<file path="src/rtl/riscv_core_rob_multi_if.sv">
// ============================================================================
//  Module      : riscv_core_rob_multi_if
//  Description : Allocation / completion / commit bundle between the issue
//                stage, execution units and the reorder buffer.
//  Revision    : 1.0 - initial release
// ============================================================================
`default_nettype none

interface riscv_core_rob_multi_if #(
    parameter int DEPTH   = 16,
    parameter int SLOT_W  = 4,
    parameter int RADDR_W = 5,
    parameter int NFILL   = 2
);
    // Allocation
    logic                      rob_alloc_req_val;
    logic                      rob_alloc_req_rdy;
    logic                      rob_alloc_req_wen;
    logic [RADDR_W-1:0]        rob_alloc_req_preg;
    logic [SLOT_W-1:0]         rob_alloc_resp_slot;
    // Completion
    logic [NFILL-1:0]          rob_fill_val;
    logic [NFILL*SLOT_W-1:0]   rob_fill_slot;
    logic [NFILL-1:0]          rob_fill_exc;
    // Squash
    logic                      rob_flush_val;
    // Commit
    logic                      rob_commit0_val;
    logic                      rob_commit1_val;
    logic                      rob_commit0_wen;
    logic                      rob_commit1_wen;
    logic [SLOT_W-1:0]         rob_commit0_slot;
    logic [SLOT_W-1:0]         rob_commit1_slot;
    logic [RADDR_W-1:0]        rob_commit0_rf_waddr;
    logic [RADDR_W-1:0]        rob_commit1_rf_waddr;
    logic                      rob_commit_exc;
    // Status
    logic [SLOT_W:0]           rob_count;
    logic                      rob_empty;
    logic                      rob_full;

    // Issue / execution side
    modport master (
        output rob_alloc_req_val, rob_alloc_req_wen, rob_alloc_req_preg,
        output rob_fill_val, rob_fill_slot, rob_fill_exc, rob_flush_val,
        input  rob_alloc_req_rdy, rob_alloc_resp_slot,
        input  rob_commit0_val, rob_commit1_val, rob_commit0_wen, rob_commit1_wen,
        input  rob_commit0_slot, rob_commit1_slot,
        input  rob_commit0_rf_waddr, rob_commit1_rf_waddr, rob_commit_exc,
        input  rob_count, rob_empty, rob_full
    );

    // Reorder buffer side
    modport slave (
        input  rob_alloc_req_val, rob_alloc_req_wen, rob_alloc_req_preg,
        input  rob_fill_val, rob_fill_slot, rob_fill_exc, rob_flush_val,
        output rob_alloc_req_rdy, rob_alloc_resp_slot,
        output rob_commit0_val, rob_commit1_val, rob_commit0_wen, rob_commit1_wen,
        output rob_commit0_slot, rob_commit1_slot,
        output rob_commit0_rf_waddr, rob_commit1_rf_waddr, rob_commit_exc,
        output rob_count, rob_empty, rob_full
    );
endinterface

`default_nettype wire

</file>
<file path="src/rtl/riscv_core_rob_multi.sv">
// ============================================================================
//  Module      : riscv_core_rob_multi
//  Description : Reorder buffer. In-order allocation, out-of-order completion
//                on NFILL ports, in-order retirement of up to two entries per
//                cycle, flush and precise exception squash.
//  Revision    : 1.0 - initial release
// ============================================================================
`default_nettype none

module riscv_core_rob_multi #(
    parameter int DEPTH   = 16,
    parameter int SLOT_W  = 4,
    parameter int RADDR_W = 5,
    parameter int NFILL   = 2
) (
    input  wire logic                    clk_i,
    input  wire logic                    reset_ni,
    riscv_core_rob_multi_if.slave        rob
);

    // ------------------------------------------------------------------
    // State
    // ------------------------------------------------------------------
    logic [SLOT_W:0]       head_q, head_d;
    logic [SLOT_W:0]       tail_q, tail_d;
    logic [DEPTH-1:0]      val_q,  val_d;
    logic [DEPTH-1:0]      pend_q, pend_d;
    logic [DEPTH-1:0]      exc_q,  exc_d;
    logic [DEPTH-1:0]      wen_q,  wen_d;
    logic [RADDR_W-1:0]    waddr_q [DEPTH];
    logic [RADDR_W-1:0]    waddr_d [DEPTH];

    // ------------------------------------------------------------------
    // Combinational status
    // ------------------------------------------------------------------
    logic [SLOT_W-1:0]     w_h0, w_h1, w_tail;
    logic [SLOT_W:0]       w_count;
    logic                  w_full, w_empty, w_rdy, w_alloc;
    logic                  w_ready0, w_ready1;
    logic                  w_commit0, w_commit1, w_cexc;

    assign w_h0    = head_q[SLOT_W-1:0];
    assign w_h1    = w_h0 + {{(SLOT_W-1){1'b0}}, 1'b1};  // wraps with the ring
    assign w_tail  = tail_q[SLOT_W-1:0];
    assign w_count = tail_q - head_q;
    assign w_full  = (head_q[SLOT_W] != tail_q[SLOT_W]) && (w_h0 == w_tail);
    assign w_empty = (head_q == tail_q);

    // Ready depends on registered occupancy only: a commit this cycle does
    // not open a slot until the next cycle.
    assign w_rdy   = !w_full && !rob.rob_flush_val;
    assign w_alloc = rob.rob_alloc_req_val && w_rdy;

    assign w_ready0  = val_q[w_h0] && !pend_q[w_h0];
    assign w_ready1  = val_q[w_h1] && !pend_q[w_h1];
    assign w_commit0 = w_ready0 && !rob.rob_flush_val;
    assign w_cexc    = w_commit0 && exc_q[w_h0];
    // The second port only retires behind a clean head, so an exception is
    // always the last instruction to retire.
    assign w_commit1 = w_commit0 && !exc_q[w_h0] && w_ready1 && !exc_q[w_h1]
                       && (w_count >= (SLOT_W+1)'(2));

    // ------------------------------------------------------------------
    // Outputs; slot/address fields read zero when their port is idle
    // ------------------------------------------------------------------
    assign rob.rob_alloc_req_rdy    = w_rdy;
    assign rob.rob_alloc_resp_slot  = w_tail;
    assign rob.rob_commit0_val      = w_commit0;
    assign rob.rob_commit1_val      = w_commit1;
    assign rob.rob_commit_exc       = w_cexc;
    assign rob.rob_commit0_wen      = w_commit0 && !exc_q[w_h0] && wen_q[w_h0];
    assign rob.rob_commit1_wen      = w_commit1 && wen_q[w_h1];
    assign rob.rob_commit0_slot     = w_commit0 ? w_h0 : '0;
    assign rob.rob_commit1_slot     = w_commit1 ? w_h1 : '0;
    assign rob.rob_commit0_rf_waddr = w_commit0 ? waddr_q[w_h0] : '0;
    assign rob.rob_commit1_rf_waddr = w_commit1 ? waddr_q[w_h1] : '0;
    assign rob.rob_count            = w_count;
    assign rob.rob_empty            = w_empty;
    assign rob.rob_full             = w_full;

    // Next-state: squash, else fills, retirement and allocation together
    always_comb begin
        head_d  = head_q;
        tail_d  = tail_q;
        val_d   = val_q;
        pend_d  = pend_q;
        exc_d   = exc_q;
        wen_d   = wen_q;
        for (int i = 0; i < DEPTH; i++) begin
            waddr_d[i] = waddr_q[i];
        end

        if (rob.rob_flush_val || w_cexc) begin
            // Flush and exception retirement both empty the ring.
            head_d = '0;
            tail_d = '0;
            val_d  = '0;
            pend_d = '0;
            exc_d  = '0;
        end else begin
            // Eligibility uses registered flags so that several ports hitting
            // one slot all apply; the highest port lands last and wins.
            for (int k = 0; k < NFILL; k++) begin
                if (rob.rob_fill_val[k]
                    && val_q[rob.rob_fill_slot[k*SLOT_W +: SLOT_W]]
                    && pend_q[rob.rob_fill_slot[k*SLOT_W +: SLOT_W]]) begin
                    pend_d[rob.rob_fill_slot[k*SLOT_W +: SLOT_W]] = 1'b0;
                    exc_d[rob.rob_fill_slot[k*SLOT_W +: SLOT_W]]  = rob.rob_fill_exc[k];
                end
            end

            if (w_commit0) begin
                val_d[w_h0] = 1'b0;
            end
            if (w_commit1) begin
                val_d[w_h1] = 1'b0;
            end
            head_d = head_q + {{SLOT_W{1'b0}}, w_commit0} + {{SLOT_W{1'b0}}, w_commit1};

            // The tail slot is never a committing slot unless the ring is
            // full, in which case no allocation happens.
            if (w_alloc) begin
                val_d[w_tail]   = 1'b1;
                pend_d[w_tail]  = 1'b1;
                exc_d[w_tail]   = 1'b0;
                wen_d[w_tail]   = rob.rob_alloc_req_wen;
                waddr_d[w_tail] = rob.rob_alloc_req_preg;
                tail_d          = tail_q + {{SLOT_W{1'b0}}, 1'b1};
            end
        end
    end

    // State registers, cleared immediately by reset
    always_ff @(posedge clk_i or negedge reset_ni) begin
        if (!reset_ni) begin
            head_q <= '0;
            tail_q <= '0;
            val_q  <= '0;
            pend_q <= '0;
            exc_q  <= '0;
            wen_q  <= '0;
            for (int i = 0; i < DEPTH; i++) begin
                waddr_q[i] <= '0;
            end
        end else begin
            head_q <= head_d;
            tail_q <= tail_d;
            val_q  <= val_d;
            pend_q <= pend_d;
            exc_q  <= exc_d;
            wen_q  <= wen_d;
            for (int i = 0; i < DEPTH; i++) begin
                waddr_q[i] <= waddr_d[i];
            end
        end
    end

endmodule

`default_nettype wire
</file>
<file path="src/flat_wrapper.sv">
// flat-port wrapper written by rule: the top's interface ports become plain ports
module riscv_core_rob_multi_flat 
#(
    parameter int DEPTH   = 16,
    parameter int SLOT_W  = 4,
    parameter int RADDR_W = 5,
    parameter int NFILL   = 2
)
  (clk_i, reset_ni, rob_rob_alloc_req_val, rob_rob_alloc_req_wen, rob_rob_alloc_req_preg, rob_rob_fill_val, rob_rob_fill_slot, rob_rob_fill_exc, rob_rob_flush_val, rob_rob_alloc_req_rdy, rob_rob_alloc_resp_slot, rob_rob_commit0_val, rob_rob_commit1_val, rob_rob_commit0_wen, rob_rob_commit1_wen, rob_rob_commit0_slot, rob_rob_commit1_slot, rob_rob_commit0_rf_waddr, rob_rob_commit1_rf_waddr, rob_rob_commit_exc, rob_rob_count, rob_rob_empty, rob_rob_full);
  riscv_core_rob_multi_if #(.DEPTH(DEPTH), .SLOT_W(SLOT_W), .RADDR_W(RADDR_W), .NFILL(NFILL)) rob_i ();
  input  wire logic clk_i;
  input  wire logic reset_ni;
  input wire logic [$bits(rob_i.rob_alloc_req_val)-1:0] rob_rob_alloc_req_val;
  input wire logic [$bits(rob_i.rob_alloc_req_wen)-1:0] rob_rob_alloc_req_wen;
  input wire logic [$bits(rob_i.rob_alloc_req_preg)-1:0] rob_rob_alloc_req_preg;
  input wire logic [$bits(rob_i.rob_fill_val)-1:0] rob_rob_fill_val;
  input wire logic [$bits(rob_i.rob_fill_slot)-1:0] rob_rob_fill_slot;
  input wire logic [$bits(rob_i.rob_fill_exc)-1:0] rob_rob_fill_exc;
  input wire logic [$bits(rob_i.rob_flush_val)-1:0] rob_rob_flush_val;
  output wire logic [$bits(rob_i.rob_alloc_req_rdy)-1:0] rob_rob_alloc_req_rdy;
  output wire logic [$bits(rob_i.rob_alloc_resp_slot)-1:0] rob_rob_alloc_resp_slot;
  output wire logic [$bits(rob_i.rob_commit0_val)-1:0] rob_rob_commit0_val;
  output wire logic [$bits(rob_i.rob_commit1_val)-1:0] rob_rob_commit1_val;
  output wire logic [$bits(rob_i.rob_commit0_wen)-1:0] rob_rob_commit0_wen;
  output wire logic [$bits(rob_i.rob_commit1_wen)-1:0] rob_rob_commit1_wen;
  output wire logic [$bits(rob_i.rob_commit0_slot)-1:0] rob_rob_commit0_slot;
  output wire logic [$bits(rob_i.rob_commit1_slot)-1:0] rob_rob_commit1_slot;
  output wire logic [$bits(rob_i.rob_commit0_rf_waddr)-1:0] rob_rob_commit0_rf_waddr;
  output wire logic [$bits(rob_i.rob_commit1_rf_waddr)-1:0] rob_rob_commit1_rf_waddr;
  output wire logic [$bits(rob_i.rob_commit_exc)-1:0] rob_rob_commit_exc;
  output wire logic [$bits(rob_i.rob_count)-1:0] rob_rob_count;
  output wire logic [$bits(rob_i.rob_empty)-1:0] rob_rob_empty;
  output wire logic [$bits(rob_i.rob_full)-1:0] rob_rob_full;
  assign rob_i.rob_alloc_req_val = rob_rob_alloc_req_val;
  assign rob_i.rob_alloc_req_wen = rob_rob_alloc_req_wen;
  assign rob_i.rob_alloc_req_preg = rob_rob_alloc_req_preg;
  assign rob_i.rob_fill_val = rob_rob_fill_val;
  assign rob_i.rob_fill_slot = rob_rob_fill_slot;
  assign rob_i.rob_fill_exc = rob_rob_fill_exc;
  assign rob_i.rob_flush_val = rob_rob_flush_val;
  assign rob_rob_alloc_req_rdy = rob_i.rob_alloc_req_rdy;
  assign rob_rob_alloc_resp_slot = rob_i.rob_alloc_resp_slot;
  assign rob_rob_commit0_val = rob_i.rob_commit0_val;
  assign rob_rob_commit1_val = rob_i.rob_commit1_val;
  assign rob_rob_commit0_wen = rob_i.rob_commit0_wen;
  assign rob_rob_commit1_wen = rob_i.rob_commit1_wen;
  assign rob_rob_commit0_slot = rob_i.rob_commit0_slot;
  assign rob_rob_commit1_slot = rob_i.rob_commit1_slot;
  assign rob_rob_commit0_rf_waddr = rob_i.rob_commit0_rf_waddr;
  assign rob_rob_commit1_rf_waddr = rob_i.rob_commit1_rf_waddr;
  assign rob_rob_commit_exc = rob_i.rob_commit_exc;
  assign rob_rob_count = rob_i.rob_count;
  assign rob_rob_empty = rob_i.rob_empty;
  assign rob_rob_full = rob_i.rob_full;
  riscv_core_rob_multi #(.DEPTH(DEPTH), .SLOT_W(SLOT_W), .RADDR_W(RADDR_W), .NFILL(NFILL)) u_core (.clk_i(clk_i), .reset_ni(reset_ni), .rob(rob_i));
endmodule
</file>
<file path="config.mk">
export PLATFORM = sky130hd
export DESIGN_NAME = riscv_core_rob_multi_flat
export DESIGN_NICKNAME = d
export VERILOG_FILES = /design/src/rtl/riscv_core_rob_multi_if.sv /design/src/rtl/riscv_core_rob_multi.sv /design/src/flat_wrapper.sv
export SDC_FILE = /design/constraint.sdc
export NUM_CORES = 1
export LEC_CHECK = 0
export ABC_AREA = 1
export CAP_MARGIN = 20
export CORE_UTILIZATION = 45
export DETAILED_ROUTE_END_ITERATION = 12
export MAX_ROUTING_LAYER = met4
export PLACE_DENSITY_LB_ADDON = 0.3
export SLEW_MARGIN = 15
export SYNTH_ARGS = -nofsm -noshare
export SYNTH_HDL_FRONTEND = slang
export SYNTH_SLANG_ARGS = --single-unit
</file>
<file path="constraint.sdc">
create_clock -name clk_i -period 10.25 [get_ports clk_i]
set_clock_uncertainty 0.05 [all_clocks]
set_input_delay 2.05 -clock clk_i [delete_from_list [all_inputs] [get_ports clk_i]]
set_output_delay 2.05 -clock clk_i [all_outputs]
set_load 0.01 [all_outputs]
</file>
Word-level counts from Yosys, hierarchy flattened
Cells that the tools add are included.
{"block": "totals", "in_bits": 22, "romBits": 0, "mem_count": 0, "ramBits": 0, "wordCells": 164, "latchBits": 0, "regBits": 154}
{"block": "op_classes", "n_reduce_logical": 32, "muxes": 71, "bitwise_logic": 16, "add_sub_neg": 5, "div_mod_pow": 0, "n_eq_ne": 3, "multipliers": 0, "magnitude_cmp": 15, "n_shift": 0}
{"cell": "16-bit two-way mux", "n": 18}
{"cell": "16-bit bitwise AND", "n": 5}
{"cell": "80-bit bitwise mux", "n": 1}
{"cell": "16-bit NOT", "n": 5}
{"cell": "5-bit two-way mux", "n": 10}
{"cell": "1-bit binary-select mux with 4-bit select", "n": 12}
{"cell": "16-bit bitwise mux", "n": 3}
{"cell": "5-bit binary-select mux with 4-bit select", "n": 2}
{"cell": "16-bit bitwise OR", "n": 2}
{"cell": "4-bit by 5-bit < comparator with 1-bit output (second input constant)", "n": 5}
{"cell": "1-bit logical AND", "n": 23}
{"cell": "1-bit demux with 4-bit select", "n": 5}
{"cell": "5-bit demux with 4-bit select", "n": 1}
{"cell": "4-bit by 1-bit >= comparator with 1-bit output (second input constant)", "n": 5}
{"cell": "1-bit two-way mux", "n": 17}
{"cell": "5-bit >= comparator (second input constant)", "n": 3}
{"cell": "4-bit NOT with 5-bit output", "n": 3}
{"cell": "5-bit by 1-bit adder with 5-bit output", "n": 2}
{"cell": "4-bit two-way mux", "n": 2}
{"cell": "1-bit logical NOT", "n": 6}
{"cell": "5-bit by 1-bit adder with 5-bit output (second input constant)", "n": 1}
{"cell": "5-bit == test", "n": 1}
{"cell": "5-bit by 2-bit >= comparator with 1-bit output (second input constant)", "n": 1}
{"cell": "5-bit by 1-bit < comparator with 1-bit output (second input constant)", "n": 1}
{"cell": "other kinds (8)", "n": 8}

Longest topological paths before layout
Gate-level depths: netlist (run 1).
{"block": "depth", "word_depth": 14, "mapped_depth": 22, "depth_no_buf": 16}

Least setup slack after synthesis (run 1)
Ideal clock, no wire load.
{"block": "synth_timing", "path_type": "input to output", "start": "in rob_rob_flush_val", "end": "out rob_rob_commit1_rf_waddr[4]", "cell_stages": 7, "t_required_ps": 8150, "arrival_time_ps": 3136, "path_slack_ps": 5014, "n_path_buf": 0, "path_cell_list": "inv_1 nand2_1 nor2_2 nand2_1 nor2_1 nand2_1 a211oi_1"}
{"block": "synth_via", "elab_chain_len": 7}
{"element": "start: declaration", "line_no": "flat_wrapper.sv:19", "source": "input wire logic [$bits(rob_i.rob_flush_val)-1:0] rob_rob_flush_val;"}
{"element": "1-bit logical NOT", "line_no": "riscv_core_rob_multi.sv:56", "source": "assign w_commit0 = w_ready0 && !rob.rob_flush_val;"}
{"element": "1-bit logical AND", "line_no": "riscv_core_rob_multi.sv:56"}
{"element": "1-bit logical AND (3 in a row)", "line_no": "riscv_core_rob_multi.sv:60", "source": "assign w_commit1 = w_commit0 && !exc_q[w_h0] && w_ready1 && !exc_q[w_h1]"}
{"element": "1-bit logical AND", "line_no": "riscv_core_rob_multi.sv:61", "source": "&& (w_count >= (SLOT_W+1)'(2));"}
{"element": "5-bit two-way mux", "line_no": "riscv_core_rob_multi.sv:76", "source": "assign rob.rob_commit1_rf_waddr = w_commit1 ? waddr_q[w_h1] : '0;"}
{"element": "end: declaration", "line_no": "flat_wrapper.sv:29", "source": "output wire logic [$bits(rob_i.rob_commit1_rf_waddr)-1:0] rob_rob_commit1_rf_waddr;"}
Every way passes these cells.

Worst setup path after layout (run 1)
Ends and elaborated chain as after synthesis.

==> run summary, run 1 <==
outcome - finished clean
XOR/XNOR Fraction of Synth Area - 0.655%
Hold Crit Class - flip-flop to flip-flop
Syn Area/Cell - 6.51 um^2
r2r startpoint - u_core.head_q[0]$_DFF_PN0_
initial antenna violation count - 0
net count after synthesis - 1681
largest net degree at the start of global routing - 103
Die H - 156 um
DR WL/cell - 18.0 um
post-synthesis mux area share - 0.0936%
CTS tree - built
initial DRC count - 1290
switching share of power - 38.8%
remaining global-route overflow - 0
full die area - 0.0244 mm^2
FF-to-FF setup slack - 5.82 ns
switching pwr - 0.783 mW
final hold violation count - 0
WP data arrival - 4.99 ns
filler instances - 2422
Worst-Skew Late Latency - 0.45 ns
Compound-Gate Fraction of Synth Area - 18.4%
Worst Setup Start Kind - input pin
r2r endpoint - u_core.head_q[4]$_DFF_PN0_
first-pass GRT wire length - 56000 um
most frequent cells in the layout - 474 x nand2_1, 239 x o21ai_0, 201 x nor2_1, 153 x dfrtp_1, 142 x inv_1
DP HPWL - 23200 um
Setup crit start - rob_rob_flush_val
Worst setup EP type - output pin
commonest non-fill, non-tap cell in the layout - nand2_1
worst-path maximum fanout - 25
post-synth cell types - 33
Residual DRC - 0
pwr/cell area - 170 mW/mm^2
layout net count - 1666
HP Start - u_core.waddr_q[27]$_DFFE_PN0P_
Slew @ Worst Pin - 1.10 ns
vias in the first global route - 10166
total length of routed wires - 35200 um
Rel. slew slack - 26.2%
fmax - 141 MHz
vias per cell - 5.67
Resize count post-CTS - 0
Total GRT Usage - 30.9%
Pleak - 5.44 nW
Hold EP - u_core.waddr_q[27]$_DFFE_PN0P_
Max Root-Sink Buffers - 2
CTS buffer count - 17
# IOs - 57
Final Setup Violations - 0
Final Core Density - 50.6%
Final Critical Period - 7.09 ns
Yosys warning total - 0
area share of and/or/nand/nor cells after synthesis - 32.3%
max cap viols - 0
category of the most critical setup path - input pin to output pin
placed cells - 1927
DIE WIDTH - 156 um
Via Count - 11113
root buf cell - clkbuf_16
clock sinks - 154
Final Cycle Share - 69.2%
Post-Synthesis Cells - 1643
post-cts hold buffer count - 0
adder-cell area share of the yosys netlist - 2.01%
Yosys reg bits - 154
Rows - 56
synthesized cell area - 0.0107 mm^2
setup total negative slack - 0 ns
drt first pass iters - 6
Worst VDD drop - 0.111 mV
Layout area overhead - 10.7%
Final Non-Filler Cells - 1960
postcts setup bufs - 0
worst path required time - 8.15 ns
Logic pwr share - 31.8%
r2r worst-path depth - 15
RSZ-0062 raised after global routing - no
P_int - 1.23 mW
GPL Wtd Cong - 0.995
remaining antenna violation count - 0
core area - 0.0234 mm^2
CTS clock-pin slew for the worst setup and hold paths - 0.07 ns
share of layout cells above drive strength 1 - 4.20%
Hold Crit Depth - 2
Reg power frac - 34.7%
fin. max-slew vios - 0
largest family of logic cells by synthesized area - simple AND/OR/NAND/NOR gates
Initial Utilization - 45.7%
ant diodes - 0
IO buf count - 56
clock group share of total power - 33.5%
H-tree depth - 4
Seq/Total Area, Yosys - 36.0%
## how the worst max path moves through the flow
stage / end / slack [ns] / depth (start not counted)
after detailed placement: rob_rob_commit1_rf_waddr[4] / 3.23 / 9
after global placement: rob_rob_commit1_rf_waddr[4] / 3.24 / 9
after CTS: rob_rob_commit1_rf_waddr[4] / 3.21 / 9
final: rob_rob_commit1_rf_waddr[4] / 3.16 / 9
after global routing: rob_rob_commit1_rf_waddr[4] / 2.92 / 9
after floorplan: rob_rob_commit1_rf_waddr[4] / 5.01 / 7
## area by class of cell
cell class	instances	area [um^2]	share of cell area, %
multi-input cells	1235	5720	48.4
flip-flops and latches	154	3860	32.6
repair buffers	68	672	5.68
inverters	152	572	4.83
clock buffers	18	429	3.63
well taps	319	399	3.37
clock inverters	14	180	1.52
## synth_stat cells
cell,number,area [um^2]
nand2_1,474,1780
o21ai_0,239,1200
nor2_1,201,754
dfrtp_1,154,3850
inv_1,142,533
a21oi_1,87,435
nand3_1,86,430
nand4_1,55,344
buf_2,52,260
clkbuf_1,30,113
o211ai_1,21,158
ha_1,14,175
buf_4,12,90.1
a22oi_1,10,75.1
o21ai_1,8,40.0
buf_6,7,78.8
inv_2,7,26.3
nand2_2,7,43.8
a211oi_1,6,45.0
xor2_1,6,52.6
nor2_2,5,31.3
nor2_4,4,45.0
clkinv_1,3,11.3
fa_1,2,40.0
nor3_1,2,10.0
xnor2_1,2,17.5
a21boi_0,1,7.51
buf_1,1,3.75
mux2i_1,1,10.0
nand3_2,1,10.0
nand3b_1,1,7.51
o21a_1,1,7.51
o31ai_1,1,7.51
## layer usage
layer / GRT usage [%] / share of wire (%)
met5: - / 0
met4: 10.5 / 2.7
met3: 5.44 / 7.3
met2: 48.4 / 46
met1: 40.1 / 44
## cells by family after synthesis
group / Yosys count
AO/OA/AOI/OAI: 374
buffers and inverters: 254
AND/OR/NAND/NOR: 836
multiplexers: 1
XOR/XNOR: 8
flip-flops: 154
adder cells (fa/ha/maj): 16
## worst max-delay path, cell delays in order
cell             delay [ns]
clkdlybuf4s50_1        0.43
inv_1                  0.15
nand2_1                0.09
nor2_2                 0.16
nand2_1                0.54
nor2_1                 0.33
nand2_1                0.33
a211oi_1               0.31
clkdlybuf4s50_1        0.59
## metrics by stage
stage	power [mW]	hold WS [ns]	worst slack (ns)	cell area, um^2
5_1_grt	2.13	0.450	2.92	11800
3_5_place_dp	1.33	0.423	3.23	11200
6_report	2.02	0.437	3.16	11800
2_1_floorplan	1.16	0.403	5.01	10700
3_3_place_gp	1.33	0.417	3.24	11200
4_1_cts	2.01	0.441	3.21	11800
## registers in the layout (all words and copies together), names as in the netlist
name and flops:
u_core.exc_q 16, u_core.head_q 5, u_core.pend_q 16, u_core.tail_q 5, u_core.val_q 16, u_core.waddr_q 80, u_core.wen_q 16
## power groups by stage
stage          clock network [mW]  logic, mW  registers (mW)
6_report                    0.676      0.641           0.699
3_5_place_dp                    0      0.626           0.708
5_1_grt                     0.712      0.718           0.705
4_1_cts                     0.683      0.629           0.697
2_1_floorplan                   0      0.477           0.685
3_3_place_gp                    0      0.620           0.707
Note: power is estimated with default switching activity, not from simulation.
==> inputs of run 2 (changes only) <==
==> constraint.sdc (replaced) <==
create_clock -name clk_i -period 7.1 [get_ports clk_i]
set_clock_uncertainty 0.05 [all_clocks]
set_input_delay 1.42 -clock clk_i [delete_from_list [all_inputs] [get_ports clk_i]]
set_output_delay 1.42 -clock clk_i [all_outputs]
set_load 0.01 [all_outputs]
==> run summary, run 2 (synthesized netlist as in run 1, its figures left out) <==
Residual DRC - 0
CTS tree - built
Register Area - 0.00386 mm^2
switching share of power - 38.7%
first-pass GRT wire length - 56500 um
RSZ-0062 raised after global routing - no
FF-to-FF setup slack - 2.68 ns
ant diodes - 0
Resize count post-CTS - 0
commonest non-fill, non-tap cell in the layout - nand2_1
post-cts hold buffer count - 0
drt first pass iters - 6
core area - 0.0234 mm^2
DIE WIDTH - 156 um
fin. max-slew vios - 0
Layout area overhead - 10.5%
max FFs per register - 80
Final Cycle Share - 88.1%
Pleak - 5.43 nW
Final Instance Area - 0.0118 mm^2
max cap viols - 0
Worst-Skew Late Latency - 0.44 ns
worst path required time - 5.63 ns
Hold Crit Depth - 2
remaining global-route overflow - 0
met2 Usage GRT - 48.3%
Final Critical Period - 6.25 ns
CTS clock-pin slew for the worst setup and hold paths - 0.07 ns
initial DRC count - 1543
CP peak stage delay - 0.81 ns
WP data arrival - 4.78 ns
initial antenna violation count - 0
Reg power frac - 34.9%
Hold Crit Class - flip-flop to flip-flop
CP most frequent cell - nand2_1
share of layout cells above drive strength 1 - 4.27%
GRT Max-Usage Layer - met2
Worst setup EP type - output pin
Rel. slew slack - 27.9%
switching pwr - 1.12 mW
setup total negative slack - 0 ns
met1 usage - 40.6%
Die H - 156 um
DP HPWL - 24700 um
HP Start - u_core.wen_q[9]$_DFFE_PN0P_
outcome - finished clean
Slew @ Worst Pin - 1.08 ns
slowest cell on the critical path - dfrtp_4
area of the multi-input gates - 0.00572 mm^2
postcts setup bufs - 0
filler instances - 2420
IO buf count - 56
Hold EP - u_core.wen_q[9]$_DFFE_PN0P_
Area after DPL - 0.0112 mm^2
Max Root-Sink Buffers - 2
r2r endpoint - u_core.head_q[4]$_DFF_PN0_
largest net degree at the start of global routing - 100
total length of routed wires - 36300 um
Via Count - 11048
r2r worst-path depth - 13
DR WL/cell - 18.5 um
r2r startpoint - u_core.head_q[0]$_DFF_PN0_
Worst VDD drop - 0.145 mV
Logic pwr share - 31.7%
P_int - 1.78 mW
largest reg by FF count - u_core.waddr_q
vias in the first global route - 10099
Total GRT Usage - 31.5%
H-tree depth - 4
full die area - 0.0244 mm^2
# IOs - 57
final hold violation count - 0
Initial Utilization - 45.7%
category of the most critical setup path - flip-flop to output pin
clock group share of total power - 33.4%
fmax - 160 MHz
GPL Wtd Cong - 0.988
met3 usage - 5.53%
Final Setup Violations - 0
clock sinks - 154
Rows - 56
Cell Chain, Critical Path - buf_4 -> nand2_1 -> nand3_1 -> nand2_1 -> nand2_1 -> nand3_1 -> nor2_2 -> nand2_1 -> nor2_1 -> nand2_1 -> a211oi_1 -> clkdlybuf4s50_1
CTS buffer count - 17
remaining antenna violation count - 0
root buf cell - clkbuf_16
layout net count - 1667
pwr/cell area - 246 mW/mm^2
worst-path maximum fanout - 93
most frequent cells in the layout - 474 x nand2_1, 239 x o21ai_0, 201 x nor2_1, 153 x dfrtp_1, 142 x inv_1
vias per cell - 5.64
Worst Setup Start Kind - flip-flop
[run 2: cell type report]
class                      instances  share of cell area, %
multi-input combinational       1235                   48.4
sequential                       154                   32.6
timing repair buffer              69                   5.58
inverter                         152                   4.84
clock buffer                      17                   3.60
tap                              319                   3.38
clock inverter                    14                   1.52
[run 2: per-stage QoR]
step           setup WS (ns)  power (mW)  cells  utilization [%]  hold WS, ns
2_1_floorplan           2.59        1.68   1643                -        0.403
3_3_place_gp            1.43        1.92   1929             47.9        0.418
3_5_place_dp            1.38        1.93   1929             47.9        0.423
4_1_cts                0.923        2.90   1960             50.5        0.439
5_1_grt                0.389        3.07   1960             50.5        0.460
6_report               0.847        2.90   1960             50.5        0.432
[run 2: power groups by stage]
| stage | registers [mW] | logic [mW] | clock network, mW |
|---|---|---|---|
| final | 1.01 | 0.919 | 0.971 |
| after global placement | 1.02 | 0.893 | 0 |
| after CTS | 1.01 | 0.910 | 0.981 |
| after global routing | 1.02 | 1.03 | 1.02 |
| after detailed placement | 1.03 | 0.903 | 0 |
| after floorplan | 0.989 | 0.688 | 0 |
[run 2: worst max-delay path: cells and delay by family (launching register included)]
family,cells,cell delay (ns)
compound gates,1,0.32
buf+inv,2,1.36
flops,1,0.81
simple gates,9,1.78
[run 2: worst max path at each step]
stage                                             end  slack [ns]  depth (start not counted)                       start
final                     rob_rob_commit1_rf_waddr[4]        0.85                         12  u_core.head_q[0]$_DFF_PN0_
after global routing              rob_rob_commit1_wen        0.39                         12  u_core.head_q[0]$_DFF_PN0_
after CTS                 rob_rob_commit1_rf_waddr[4]        0.92                         12  u_core.head_q[0]$_DFF_PN0_
after detailed placement  rob_rob_commit1_rf_waddr[4]        1.38                          9           rob_rob_flush_val
after global placement    rob_rob_commit1_rf_waddr[4]        1.43                          9           rob_rob_flush_val
after floorplan           rob_rob_commit1_rf_waddr[4]        2.59                         18  u_core.head_q[0]$_DFF_PN0_
[run 2: layer usage]
layer	wire, um	vias up
met1	15500	5095
met4	1440	0
met2	16300	541
li1	-	5320
met5	0	-
met3	2960	92
